[config.mk]
export PLATFORM = sky130hd
export DESIGN_NAME = mem_bus_arbiter
export DESIGN_NICKNAME = d
export VERILOG_FILES = /design/src/rtl/mem_bus_arbiter.sv
export SDC_FILE = /design/constraint.sdc
export NUM_CORES = 1
export LEC_CHECK = 0
export BUFFER_PORTS_ARGS = -buffer_cell sky130_fd_sc_hd__clkbuf_2
export CORE_MARGIN = 5
export CORE_UTILIZATION = 35
export CTS_BUF_LIST = sky130_fd_sc_hd__clkbuf_8 sky130_fd_sc_hd__clkbuf_16
export DETAILED_ROUTE_END_ITERATION = 10
export PLACE_DENSITY_LB_ADDON = 0.1
export SYNTH_ARGS = -nofsm -noshare
export SYNTH_HDL_FRONTEND = slang
export SYNTH_SLANG_ARGS = --single-unit
[constraint.sdc]
create_clock -name clk -period 1.7 [get_ports clk]
set_clock_uncertainty 0.2 [all_clocks]
set_input_delay 0.255 -clock clk [delete_from_list [all_inputs] [get_ports clk]]
set_output_delay 0.255 -clock clk [all_outputs]
set_load 0.05 [all_outputs]
[src/rtl/mem_bus_arbiter.sv]
// mem_bus_arbiter: shares one memory port between the CPU fetch port (I) and
// the load/store port (D). Ties are broken round-robin, and only one access is
// in flight at a time. The request is captured into registers before it goes
// to memory. A watchdog aborts a memory access that never acks and returns an
// error to the owning master.
module mem_bus_arbiter #(
    parameter int AW      = 32,
    parameter int DW      = 32,
    parameter int TIMEOUT = 16
) (
    input  logic            clk,
    input  logic            rst_n,
    // fetch port
    input  logic            i_req,
    input  logic [AW-1:0]   i_addr,
    output logic [DW-1:0]   i_rdata,
    output logic            i_ack,
    output logic            i_err,
    // load/store port
    input  logic            d_req,
    input  logic            d_we,
    input  logic [AW-1:0]   d_addr,
    input  logic [DW-1:0]   d_wdata,
    input  logic [DW/8-1:0] d_wstrb,
    output logic [DW-1:0]   d_rdata,
    output logic            d_ack,
    output logic            d_err,
    // memory port
    output logic            m_req,
    output logic            m_we,
    output logic [AW-1:0]   m_addr,
    output logic [DW-1:0]   m_wdata,
    output logic [DW/8-1:0] m_wstrb,
    input  logic [DW-1:0]   m_rdata,
    input  logic            m_ack,
    // status
    output logic [1:0]      grant
);

    localparam int SW = DW / 8;
    // Watchdog width: $clog2(TIMEOUT+1). Keep at least one bit when the
    // watchdog is disabled.
    localparam int CW = (TIMEOUT > 0) ? $clog2(TIMEOUT + 1) : 1;
    // Last count value seen before the abort fires. At that point m_req has
    // been high for TIMEOUT cycles.
    localparam logic [CW-1:0] WD_LAST = (TIMEOUT > 0) ? CW'(TIMEOUT - 1) : '0;
    localparam bit WD_EN = (TIMEOUT != 0);

    localparam logic OWN_I = 1'b0;
    localparam logic OWN_D = 1'b1;

    typedef enum logic [1:0] {
        IDLE = 2'd0,
        BUSY = 2'd1,
        RESP = 2'd2
    } state_t;

    // Captured memory request: everything the memory port presents while BUSY.
    typedef struct packed {
        logic          we;
        logic [AW-1:0] addr;
        logic [DW-1:0] wdata;
        logic [SW-1:0] wstrb;
    } mreq_t;

    state_t        state, state_nxt;
    logic          owner;       // master that owns the current transaction
    logic          last_owner;  // owner of the previous transaction, for tie-break
    mreq_t         req_q;
    mreq_t         req_sel;
    logic          m_req_q;
    logic [DW-1:0] rdata_q;
    logic          err_q;
    logic [CW-1:0] wd_cnt;

    logic          grant_vld;
    logic          grant_d;
    logic          wd_fire;
    logic          resp_i;
    logic          resp_d;

    // State register. An asynchronous reset aborts any access in flight.
    always_ff @(posedge clk or negedge rst_n) begin
        if (!rst_n) state <= IDLE;
        else        state <= state_nxt;
    end

    // Next state, arbitration decision and watchdog abort.
    always_comb begin
        state_nxt = state;
        grant_vld = 1'b0;
        grant_d   = 1'b0;
        wd_fire   = 1'b0;
        case (state)
            IDLE: begin
                if (i_req || d_req) begin
                    grant_vld = 1'b1;
                    // D wins when it is the only requester. On a tie it wins
                    // when I owned the bus last.
                    grant_d   = d_req && (!i_req || (last_owner == OWN_I));
                    state_nxt = BUSY;
                end
            end
            BUSY: begin
                // A real ack always beats the watchdog in the same cycle.
                if (m_ack) begin
                    state_nxt = RESP;
                end else if (WD_EN && (wd_cnt == WD_LAST)) begin
                    wd_fire   = 1'b1;
                    state_nxt = RESP;
                end
            end
            RESP:    state_nxt = IDLE;
            default: state_nxt = IDLE;
        endcase
    end

    // Mux the winning master's request fields. Fetches are reads with no strobes.
    always_comb begin
        req_sel = '0;
        if (grant_d) begin
            req_sel.we    = d_we;
            req_sel.addr  = d_addr;
            req_sel.wdata = d_wdata;
            req_sel.wstrb = d_wstrb;
        end else begin
            req_sel.we    = 1'b0;
            req_sel.addr  = i_addr;
            req_sel.wdata = '0;
            req_sel.wstrb = '0;
        end
    end

    // Capture the request on grant, hold m_req through BUSY, and track ownership.
    always_ff @(posedge clk or negedge rst_n) begin
        if (!rst_n) begin
            owner      <= OWN_I;
            last_owner <= OWN_I;
            req_q      <= '0;
            m_req_q    <= 1'b0;
        end else begin
            case (state)
                IDLE: begin
                    if (grant_vld) begin
                        owner   <= grant_d ? OWN_D : OWN_I;
                        req_q   <= req_sel;
                        m_req_q <= 1'b1;
                    end
                end
                BUSY: begin
                    if (m_ack || wd_fire) m_req_q <= 1'b0;
                end
                RESP: begin
                    last_owner <= owner;
                end
                default: ;
            endcase
        end
    end

    // Latch the response: memory data on ack (zero for writes), or an error on abort.
    always_ff @(posedge clk or negedge rst_n) begin
        if (!rst_n) begin
            rdata_q <= '0;
            err_q   <= 1'b0;
        end else if (state == BUSY) begin
            if (m_ack) begin
                rdata_q <= req_q.we ? '0 : m_rdata;
                err_q   <= 1'b0;
            end else if (wd_fire) begin
                rdata_q <= '0;
                err_q   <= 1'b1;
            end
        end
    end

    // Watchdog: count cycles with m_req high in BUSY; clear everywhere else.
    always_ff @(posedge clk or negedge rst_n) begin
        if (!rst_n)                                wd_cnt <= '0;
        else if (WD_EN && state == BUSY && m_req_q) wd_cnt <= wd_cnt + 1'b1;
        else                                       wd_cnt <= '0;
    end

    // Only the owner sees ack/err/rdata, and only during its RESP cycle.
    always_comb begin
        resp_i  = (state == RESP) && (owner == OWN_I);
        resp_d  = (state == RESP) && (owner == OWN_D);
        i_ack   = resp_i;
        i_err   = resp_i & err_q;
        i_rdata = resp_i ? rdata_q : '0;
        d_ack   = resp_d;
        d_err   = resp_d & err_q;
        d_rdata = resp_d ? rdata_q : '0;
    end

    // Memory port and grant status. All are driven from registers.
    always_comb begin
        m_req   = m_req_q;
        m_we    = req_q.we;
        m_addr  = req_q.addr;
        m_wdata = req_q.wdata;
        m_wstrb = req_q.wstrb;
        if (state == IDLE) grant = 2'b00;
        else               grant = (owner == OWN_D) ? 2'b10 : 2'b01;
    end

endmodule

# --- Word-level counts from Yosys, hierarchy flattened ---
# Index checks and enable logic that the tools add are counted.
totals:
  in_bits: 138
  out_inout_bits: 140
  wordCells: 64
  register_bits: 112
classes:
  muxes: 26
  n_reduce_logical: 15
  addsub: 1
  n_bitwise: 4
  eq_ne: 7
op_table:
  columns: ["operator", "count"]
  rows:
  - ["two-way mux 32 bit", 5]
  - ["two-way mux 69 bit", 1]
  - ["two-way mux 1 bit", 12]
  - ["two-way mux 2 bit", 5]
  - ["!= test 2 bit, second input constant", 3]
  - ["AND reduction 2 bit", 3]
  - ["adder 5 x 1 -> 5 bit, second input constant", 1]
  - ["equality test 5 x 4 -> 1 bit, second input constant", 1]
  - ["two-way mux 5 bit", 1]
  - ["logical AND 1 bit", 4]
  - ["case mux 2 bit (2 select lines)", 1]
  - ["nonzero test 2 bit", 2]
  - ["logical OR 1 bit", 3]
  - ["!= test 3 bit, second input constant", 1]
  - ["AND reduction 3 bit", 1]
  - ["bitwise AND 1 bit", 2]
  - ["equality test 2 x 1 -> 1 bit, second input constant", 1]
  - ["equality test 2 bit, second input constant", 1]
  - ["zero test 2 bit", 1]
  - ["NOT 1 bit", 2]
  - ["case mux 1 bit (2 select lines)", 1]
  - ["zero test 1 bit", 1]

# --- Depth between registers and ports, before layout ---
# Gate-level depths: netlist (run 1).
depth:
  word_depth: 7
  depth_mapped: 7
  ltp_nobuf: 6

# --- Worst setup path after synthesis (run 1) ---
# OpenSTA, ideal clock, no wires.
synth_timing:
  kind: "reg2out"
  start: "reg state[0]"
  end: "out i_rdata[22]"
  path_slack_ps: -685
  arrival_time_ps: 1930
  t_required_ps: 1245
  path_stages_with_launch: 5
  n_path_buf: 1
  path_cell_list: "dfrtp_1 > nand2b_1 > nor2_1 > clkbuf_1 > and2_1"
synth_between:
  elab_chain_cells: 3
synth_lines:
  columns: ["item", "line", "source"]
  rows:
  - ["start: declaration", "66", "state_t state, state_nxt;"]
  - ["start signal: assignment", "85", "else state <= state_nxt;"]
  - ["equality test 2 bit", "186", "resp_i = (state == RESP) && (owner == OWN_I);"]
  - ["logical AND 1 bit", "186", null]
  - ["via i_ack", "17", "output logic i_ack,"]
  - ["two-way mux 32 bit", "190", "i_rdata = resp_i ? rdata_q : '0;"]
  - ["end: declaration", "16", "output logic [DW-1:0] i_rdata,"]
# The timed path passes the listed nets, and every way through them passes these cells.

# --- Final worst setup path (run 1) ---
layout_timing:
  start: "reg state[0]"
  end: "out d_rdata[11]"
layout_between:
  elab_chain_cells: 3
layout_lines:
  columns: ["item", "line", "source"]
  rows:
  - ["equality test 2 bit", "187", "resp_d = (state == RESP) && (owner == OWN_D);"]
  - ["logical AND 1 bit", "187", null]
  - ["two-way mux 32 bit", "193", "d_rdata = resp_d ? rdata_q : '0;"]
  - ["end: declaration", "25", "output logic [DW-1:0] d_rdata,"]
# No other way between the ends.

==> results of run 1 <==
what timing repair did:
item                                    in CTS  in global routing
hold buffers                               103                  0
buffers inserted                            19                  8
hold endpoints to repair                   214                  0
endpoints found under the setup margin     172                175
pin swaps                                   50                 31
gates resized for setup                    178                143
cloned                                      11                 11
cells by family after synthesis:
| logic type | Yosys count |
|---|---|
| XOR/XNOR | 2 |
| buffers and inverters | 53 |
| AO/OA/AOI/OAI | 172 |
| flip-flops | 112 |
| AND/OR/NAND/NOR | 156 |
| adder cells (fa/ha/maj) | 2 |
worst max-delay path, stage by stage, from the launching register on:
cell	delay [ns]
dfrtp_1	0.39
nand2b_4	0.17
nor2_4	0.11
buf_4	0.13
buf_12	0.15
and2_4	0.17
clkbuf_16	0.16
through the flow:
step / std cells / power (mW) / setup slack [ns]
global route: 1099 / 18.7 / -0.435
finish: 1099 / 17.9 / -0.385
global placement: 940 / 13.2 / -0.0938
floorplan: 497 / 10.8 / -0.0443
CTS: 1089 / 16.9 / -0.392
detailed placement: 940 / 13.3 / -0.137
report_power, final:
group / switching, mW / internal (mW) / total [mW]
Clock: 1.06 / 1.03 / 2.09
Sequential: 1.07 / 3.94 / 5.01
Combinational: 6.59 / 4.18 / 10.8
metal layers:
| layer | share of wire | vias up | global-route usage | wire length [um] |
|---|---|---|---|---|
| li1 | - | 2644 | - | - |
| met1 | 0.39 | 2886 | 0.288 | 8850 |
| met2 | 0.51 | 283 | 0.404 | 11500 |
| met3 | 0.059 | 76 | 0.0460 | 1340 |
| met4 | 0.044 | 0 | 0.106 | 1000 |
| met5 | 0 | - | 0 | 0 |
final cells by class:
cell class	count	area [um^2]	area share
Tap cell	188	235	0.0221
Timing Repair Buffer	448	4500	0.424
Inverter	3	13.8	0.00130
Clock buffer	9	225	0.0212
Multi-Input combinational cell	332	2780	0.261
Clock inverter	7	63.8	0.00601
Sequential cell	112	2810	0.264
cell usage in the layout, fill, tap and decap left out, types with 2 or more instances in the layout:
master,netlist,final
buf_16,0,2
o21ai_1,6,14
clkinvlp_4,0,2
dfrtp_1,112,110
nand2_1,36,34
a311o_1,32,32
o21ai_4,0,13
dfrtp_2,0,2
a21o_1,2,2
clkbuf_2,0,206
and4_1,32,32
clkbuf_16,0,36
and3_4,0,2
dlygate4sd3_1,0,103
nor2_1,9,6
buf_8,0,28
buf_4,0,20
clkbuf_8,0,2
o21ai_2,1,39
o21a_1,32,32
clkinv_4,0,2
buf_6,4,13
and2_4,0,66
buf_12,0,45
bufbuf_16,0,2
a21oi_1,2,2
inv_8,0,2
a22o_1,37,37
nor2_4,2,5
path summary, 6_finish.rpt:
| path | start | end | slack, ns | cells after the start |
|---|---|---|---|---|
| min reg2reg | m_wdata[18] | m_wdata[18] | 0.31 | 1 |
| max | state[0] | d_rdata[11] | -0.38 | 6 |
| min in group asynchronous | rst_n | m_addr[26] | 0.24 | 3 |
| max in group asynchronous | rst_n | state[1] | 0.74 | 3 |
| min | d_addr[15] | m_addr[15] | 0.06 | 3 |
| max reg2reg | wd_cnt[0] | rdata_q[8] | -0.27 | 9 |
state kept, by name, indices dropped and copies added (netlist names), 2 cells and up:
signal / cells
m_wdata: 32
rdata_q: 32
m_wstrb: 4
m_addr: 32
wd_cnt: 5
state: 2
==> impl_metrics.tcl, run 1 <==
set metrics [dict create \
    arrival_ns 1.63 \
    finalHoldViolCount 0 \
    relSlewSlack 0.535 \
    synthAdderAreaFrac 0.00472 \
    dieArea_um2 17700 \
    cellPowerDensity_nw_per_um2 1680 \
    final.setup.tns_ns -44.82 \
    die_h_um 133 \
    routed_wl_mm 22.7 \
    start_util 0.352 \
    synth-simple-area-share 0.180 \
    synth.net_count 637 \
    drtIter0Drc 302 \
    yosysUniqueCellTypes 28 \
    synth_compound_area_frac 0.236 \
    p_leak_nw 4.99 \
    cts_root_buf "clkbuf_16" \
    min_period_over_period 1.23 \
    grt_pass1_wl_mm 33.6 \
    setup_viol 175 \
    antenna_found_initial 0 \
    synth_top_family_by_area "compound AO/OA/AOI/OAI gates" \
    hpwl_mm 11.9 \
    grt_overflow_total 0 \
    synthTopCellsByCount "dfrtp_1 (112), and2_1 (66), o21ai_0 (60), a22o_1 (37), nand2_1 (36)" \
    ant_nets 0 \
    worstSetupPathType "reg -> out" \
    max-cap-violations 0 \
    grt_max_degree 64 \
    synth_area_per_cell_um2 10.7 \
    io_buffers 277 \
    muxShareOfSynthArea 0 \
    fin_crit_ns 2.08 \
    drcViolationCount 0 \
    final_nets 1046 \
    ys_seq_area_frac 0.529 \
    tightest_slew_ns 0.698 \
    via_per_inst 5.36 \
    rsz0062_at_grt "true" \
    synth_top_area_frac 0.529 \
    holdWs_ns 0.0630 \
    antennaDiodeCount 0 \
    vdd_drop_max_mv 1.32 \
    firstDrtPassIters 4 \
    synth.largest_area_cell "dfrtp_1" \
    hold_path.class "in -> reg" \
    ys.flop_type "dfrtp_1" \
    cts_buffers 9 \
    clkLatencyLatePin_ns 0.36 \
    crit_fanout 17 \
    clockBufferDepth 2 \
    ys_warn_count 0 \
    tritoncts "done" \
    synthesis.area_um2 5300 \
    drive_gt1_frac 0.547 \
    fin_area_um2 10600 \
    synth_edf_count 0 \
    synth-async-reset-ratio 1.00 \
    clk_pin_slew_worst_paths_ns 0.08 \
    finalMaxSlewViolations 0 \
    post-route-util 0.707 \
    synth_cells 497 \
    core_um2 15000 \
    io_pins 278 \
    htreeDepth 3 \
    yosysMostFrequentCell "dfrtp_1" \
    grtUsageTotal 0.236 \
    drt-wirelength-per-cell_um 20.7 \
    globalplace.congestion 0.780 \
    vias 5889 \
    clock_sinks 112 \
    crit_path_start_kind "register" \
    synth-seq-cells 112 \
    setup_slack_ns -0.385 \
    synth_xor_area_frac 0.00331 \
    placed_cell_area_um2 7560 \
    yosys-top-cells-area "dfrtp_1 (53%), and2_1 (7.8%), a22o_1 (6.1%)" \
    violations "negative setup slack" \
    grt_pass1_vias 6357 \
    clock.fmax_mhz 480 \
    outcome "finished, violations left" \
    rows 45 \
    cp-end-kind "primary output" \
    fillCellCount 1006 \
    critPathRequiredTime_ns 1.24 \
    syn_to_final_growth_pct 101 \
    fp.dieW_um 133 \
]
No activity file was read; power rests on OpenSTA's default activity.
==> run 2: changes to the inputs <==
--- a/config.mk
+++ b/config.mk
@@ -5,12 +5,15 @@
 export SDC_FILE = /design/constraint.sdc
 export NUM_CORES = 1
 export LEC_CHECK = 0
+export ABC_AREA = 1
 export BUFFER_PORTS_ARGS = -buffer_cell sky130_fd_sc_hd__clkbuf_2
 export CORE_MARGIN = 5
 export CORE_UTILIZATION = 35
 export CTS_BUF_LIST = sky130_fd_sc_hd__clkbuf_8 sky130_fd_sc_hd__clkbuf_16
 export DETAILED_ROUTE_END_ITERATION = 10
 export PLACE_DENSITY_LB_ADDON = 0.1
+export REMOVE_ABC_BUFFERS = 1
+export SETUP_SLACK_MARGIN = 0.1
 export SYNTH_ARGS = -nofsm -noshare
 export SYNTH_HDL_FRONTEND = slang
 export SYNTH_SLANG_ARGS = --single-unit
==> run 2 against run 1 <==
Effect of this change:
- the flow still finishes with violations (negative setup slack)
- die area increased by 2.3%
- first-iteration DRC count decreased by 4.3%
- register-to-register slack improved by 0.14 ns
- count of clock-buffer cells in the layout increased by 1
- cell count increased by 20%
- critical path type unchanged
- largest power group unchanged
==> impl_metrics.tcl, run 2 <==
set metrics [dict create \
    drcViolationCount 0 \
    drt-wirelength-per-cell_um 17.7 \
    combPwrFrac 0.610 \
    synth.largest_area_cell "dfrtp_1" \
    violations "negative setup slack" \
    ys.flop_type "dfrtp_1" \
    ys_warn_count 0 \
    synth_top_area_frac 0.516 \
    via_per_inst 4.83 \
    synthesis.area_um2 5430 \
    p_leak_nw 5.50 \
    rsz0062_at_grt "true" \
    synth_cells 730 \
    seq_power_share 0.258 \
    syn_to_final_growth_pct 97.1 \
    crit_fanout 16 \
    synth_edf_count 0 \
    drtIter0Drc 289 \
    cts_buffers 9 \
    cp-end-kind "primary output" \
    yosysUniqueCellTypes 22 \
    io_pins 278 \
    clk_pin_slew_worst_paths_ns 0.08 \
    final_cell_mix "clkbuf_2 (206), nand2_1 (179), inv_1 (139)" \
    vias 6388 \
    cellPowerDensity_nw_per_um2 1740 \
    synth_compound_area_frac 0.0700 \
    globalplace.congestion 0.766 \
    switchingPower_mw 9.39 \
    hold_path.class "in -> reg" \
    ant_nets 0 \
    grt_pass1_vias 6201 \
    synth-seq-cells 112 \
    fp.dieW_um 135 \
    grt_pass1_wl_mm 32.9 \
    clockBufferDepth 2 \
    min_period_over_period 1.24 \
    clock_sinks 112 \
    routed_wl_mm 23.3 \
    setup_viol 163 \
    grtUsageTotal 0.226 \
    start_util 0.357 \
    drive_gt1_frac 0.450 \
    grt_overflow_total 0 \
    relSlewSlack 0.769 \
    final_common_cell "clkbuf_2" \
    tightest_slew_ns 0.348 \
    dieArea_um2 18100 \
    crit_path_start_kind "register" \
    yosysMostFrequentCell "nand2_1" \
    finalHoldViolCount 0 \
    synth-simple-area-share 0.271 \
    finalMaxSlewViolations 0 \
    core_um2 15200 \
    clkLatencyLatePin_ns 0.34 \
    synth_xor_area_frac 0.00161 \
    p_int_mw 9.29 \
    die_h_um 135 \
    synthAdderAreaFrac 0.00461 \
    max-cap-violations 0 \
    arrival_ns 1.66 \
    synth-async-reset-ratio 1.00 \
    p_total_mw 18.7 \
    firstDrtPassIters 4 \
    fin_crit_ns 2.11 \
    muxShareOfSynthArea 0 \
    swShare 0.503 \
    worstSetupPathType "reg -> out" \
    vdd_drop_max_mv 1.09 \
    antennaDiodeCount 0 \
    clock.fmax_mhz 473 \
    htreeDepth 3 \
    final_nets 1270 \
    io_buffers 277 \
    antenna_found_initial 0 \
    ys_seq_area_frac 0.516 \
    setup_slack_ns -0.413 \
    synth_top_family_by_area "simple AND/OR/NAND/NOR gates" \
    cts_root_buf "clkbuf_16" \
    holdWs_ns 0.0104 \
    synth_area_per_cell_um2 7.44 \
    outcome "finished, violations left" \
    hpwl_mm 12.5 \
    synthTopCellsByCount "nand2_1 (207), inv_1 (140), dfrtp_1 (112), nor2_1 (79), o21ai_0 (42)" \
    tritoncts "done" \
    rows 45 \
    grt_max_degree 51 \
    critPathRequiredTime_ns 1.24 \
    yosys-top-cells-area "dfrtp_1 (52%), nand2_1 (14%), inv_1 (9.7%)" \
    clockPowerShare 0.132 \
]
[run 2: cell types whose count changed in the layout (fill, tap and decap cells not counted), moves of 20 or more]
cell / before / now
inv_1: 1 / 139
nand3_1: 1 / 32
nor2_2: 1 / 21
a22o_1: 37 / 0
nand2_1: 34 / 179
a311o_1: 32 / 0
and2_4: 66 / 0
nand4_1: 0 / 32
and4_1: 32 / 0
o21ai_1: 14 / 36
nor2_4: 5 / 53
o21a_1: 32 / 0
clkbuf_16: 36 / 16
[run 2: cell families (layout without fill, tap and decap cells)]
family | count (synthesis) | in the layout
compound gates | 73 | 74
xor+xnor | 1 | 1
fa+ha+maj | 2 | 2
buf+inv | 187 | 590
flops | 112 | 112
simple gates | 355 | 355
[run 2: final cells by class]
type | count | area [um^2]
clock buffers | 10 | 239
flip-flops and latches | 112 | 2800
fillers | 1113 | 4490
multi-input cells | 432 | 2640
inverters | 144 | 553
repair buffers | 431 | 4130
clock inverters | 5 | 104
well taps | 188 | 235
[run 2: path summary, 6_finish.rpt]
check / startpoint / to / slack (ns) / cells past startpoint
max in group asynchronous: rst_n / rdata_q[25] / 0.58 / 3
worst max-delay path: state[0] / i_rdata[2] / -0.41 / 7
worst max register to register: wd_cnt[1] / rdata_q[14] / -0.13 / 9
worst min-delay path: i_addr[23] / m_addr[23] / 0.01 / 5
min in group asynchronous: rst_n / rdata_q[29] / 0.16 / 2
worst min register to register: m_addr[24] / m_addr[24] / 0.28 / 2
[run 2: through the flow]
step	utilization	TNS, ns	area [um^2]	worst slack, ns	instances
after floorplan	-	-150.73	5230	-1.14	687
after global placement	0.492	-3.31	7480	-0.0725	1181
after detailed placement	0.492	-7.26	7480	-0.103	1181
after CTS	0.654	-42.34	9940	-0.370	1310
after global routing	0.704	-39.25	10700	-0.462	1322
final	0.704	-27.50	10700	-0.413	1322
[run 2: metal layers]
layer,part of all wire,track usage
met5,0,0
met4,0.036,0.0769
met3,0.075,0.0499
met2,0.51,0.396
met1,0.38,0.274
[run 2: worst max-delay path: stages (launching register included)]
cell and delay [ns]:
dfrtp_1 0.42, inv_2 0.09, nand2_4 0.07, nor2_4 0.14
inv_4 0.08, buf_12 0.17, nor2_2 0.14, clkbuf_8 0.21
[run 2: what timing repair did]
action                                  CTS  global route
setup buffers                            19             9
endpoints found under the setup margin  126           181
pin swaps                                 3            14
resized for setup                       223           212
hold buffers                             84             0
hold endpoints to repair                195             0
cloned                                   12            10
[run 2: power groups by stage]
stage          registers (mW)  clock network [mW]  logic (mW)
2_1_floorplan            7.38                   0        2.76
3_3_place_gp             4.65                   0        8.17
3_5_place_dp             4.66                   0        8.25
4_1_cts                  4.65                2.50        10.1
5_1_grt                  4.97                2.61        12.0
6_report                 4.81                2.47        11.4
==> run 3: changes to the inputs <==
--- a/config.mk
+++ b/config.mk
@@ -5,7 +5,6 @@
 export SDC_FILE = /design/constraint.sdc
 export NUM_CORES = 1
 export LEC_CHECK = 0
-export ABC_AREA = 1
 export BUFFER_PORTS_ARGS = -buffer_cell sky130_fd_sc_hd__clkbuf_2
 export CORE_MARGIN = 5
 export CORE_UTILIZATION = 35
==> constraint.sdc (replaced) <==
create_clock -name clk -period 1.7 [get_ports clk]
set_clock_uncertainty 0.2 [all_clocks]
set_input_delay 0.255 -clock clk [delete_from_list [all_inputs] [get_ports clk]]
set_output_delay 0.255 -clock clk [all_outputs]
set_load 0.1 [all_outputs]
==> run 3 against run 2 <==
Effect of this change:
- the run still ends with negative setup slack left
- routed wire length up 4.1%
- core utilization up 2.7 points
- cell count down 16%
- clock power down 14%
- sequential power up 1%
- worst hold slack better by 0.047 ns
- first-iteration DRC count up 34%
- die area down 2.3%
- global-route usage up 2.5 points
- count of clock-buffer cells in the layout down 1
- sequential cell count unchanged
- register-to-register slack worse by 0.22 ns
==> impl_metrics.tcl, run 3 (same netlist as run 1, synthesis figures left out) <==
set metrics [dict create \
    relSlewSlack 0.638 \
    crit_path_start_kind "register" \
    stdcell_count 1116 \
    rsz0062_at_grt "true" \
    seq_power_share 0.216 \
    antennaDiodeCount 0 \
    final_common_cell "clkbuf_2" \
    holdWs_ns 0.0573 \
    crit_fanout 9 \
    holdPathStages 3 \
    dieArea_um2 17700 \
    p_total_mw 22.6 \
    drive_gt1_frac 0.536 \
    fp.dieW_um 133 \
    hpwl_mm 13.2 \
    globalplace.congestion 0.781 \
    core_um2 15000 \
    finalMaxSlewViolations 0 \
    tightest_slew_ns 0.545 \
    grtUsageTotal 0.250 \
    fin_crit_ns 2.14 \
    start_util 0.352 \
    clockPowerShare 0.094 \
    min_period_over_period 1.26 \
    clkLatencyLatePin_ns 0.36 \
    p_int_mw 10.1 \
    vdd_drop_max_mv 2.08 \
    arrival_ns 1.68 \
    drcViolationCount 0 \
    grt_overflow_total 0 \
    drt-wirelength-per-cell_um 21.8 \
    post-route-util 0.731 \
    violations "negative setup slack" \
    setup_viol 181 \
    rows 45 \
    combPwrFrac 0.690 \
    tritoncts "done" \
    syn_to_final_growth_pct 107 \
    critPathRequiredTime_ns 1.24 \
    routed_wl_mm 24.3 \
    final_nets 1063 \
    io_pins 278 \
    htreeDepth 3 \
    r2r_start "state[1]" \
    swShare 0.552 \
    min_to "m_addr[14]" \
    finalHoldViolCount 0 \
    die_h_um 133 \
    final_cell_mix "clkbuf_2 (144), dfrtp_1 (111), dlygate4sd3_1 (103)" \
    firstDrtPassIters 5 \
    reg2reg_depth 8 \
    hp-start "d_addr[14]" \
    max-cap-violations 0 \
    clk_pin_slew_worst_paths_ns 0.08 \
    io_buffers 277 \
    p_leak_nw 5.16 \
    clock.fmax_mhz 468 \
    worstSetupPathType "reg -> out" \
    ant_nets 0 \
    switchingPower_mw 12.5 \
    clockBufferDepth 2 \
    setup_slack_ns -0.436 \
    cts_root_buf "clkbuf_16" \
    outcome "finished, violations left" \
    r2r_end "m_addr[1]" \
    grt_pass1_vias 6336 \
    r2r_slack_ns -0.35 \
    grt_max_degree 43 \
    clock_sinks 112 \
    cp-end-kind "primary output" \
    hold_path.class "in -> reg" \
    antenna_found_initial 0 \
    cts_buffers 9 \
    grt_pass1_wl_mm 35.1 \
    via_per_inst 5.34 \
    drtIter0Drc 386 \
    cellPowerDensity_nw_per_um2 2060 \
    dp.cells 946 \
    vias 5959 \
]
run 3: cell types whose count changed in the layout (fill, tap and decap cells not counted), sizes merged, moves of 19 or more:
cell / change
a22o: +37
a311o: +32
and2: +66
and4: +32
buf: +25
dlygate4sd3: +19
inv: -137
nand2: -171
nand3: -32
nand4: -32
nor2: -69
o21a: +32
run 3: worst max-delay path by stage:
stage | start | depth (start not counted) | to
finish | state[0] | 6 | i_rdata[12]
global route | state[0] | 6 | i_rdata[28]
CTS | state[0] | 6 | d_rdata[2]
detailed placement | wd_cnt[0] | 7 | rdata_q[24]
global placement | state[0] | 5 | d_rdata[0]
floorplan | state[0] | 3 | d_err
run 3: metrics by stage:
stage	TNS (ns)	area (um^2)	setup slack [ns]
6_report	-53.06	11000	-0.436
5_1_grt	-64.18	11000	-0.504
2_1_floorplan	-211.51	5060	-2.22
4_1_cts	-51.54	10400	-0.419
3_5_place_dp	-14.98	8170	-0.205
3_3_place_gp	-11.26	8170	-0.137
run 3: what timing repair did:
item,CTS,global route
hold endpoints to repair,214,0
setup endpoints to repair,238,245
buffers inserted,19,7
hold buffers,103,0
pin swaps,17,38
gates resized for setup,148,162
gates cloned,13,13
run 3: per-layer routing:
layer  wire length [um]  track usage  vias up  part of all wire
met5                  0            0        -                 0
met4                676       0.0941        0             0.028
met3               1940       0.0616       44             0.080
met2              12400        0.433      297              0.51
met1               9280        0.301     2939              0.38
li1                   -            -     2679                 -
run 3: area by class of cell:
type                    instances  area [um^2]
flip-flops and latches        112         2800
inverters                       3         11.3
repair buffers                465         4990
multi-input cells             332         2660
clock buffers                   9          225
well taps                     188          235
clock inverters                 7         65.1
fillers                       984         4050
run 3: worst max-delay path, cell delays in order, from the launching register on:
cell and delay, ns:
dfrtp_1 0.38, nand2b_4 0.17, nor2_4 0.13, buf_12 0.14
clkbuf_16 0.16, and2_4 0.15, buf_12 0.17
run 3: power groups by stage:
stage	combinational, mW	sequential (mW)	clock [mW]
after floorplan	3.33	10.5	0
after global placement	12.3	4.71	0
after detailed placement	12.4	4.76	0
after CTS	14.2	4.79	2.17
after global routing	16.1	5.03	2.30
final	15.6	4.88	2.13
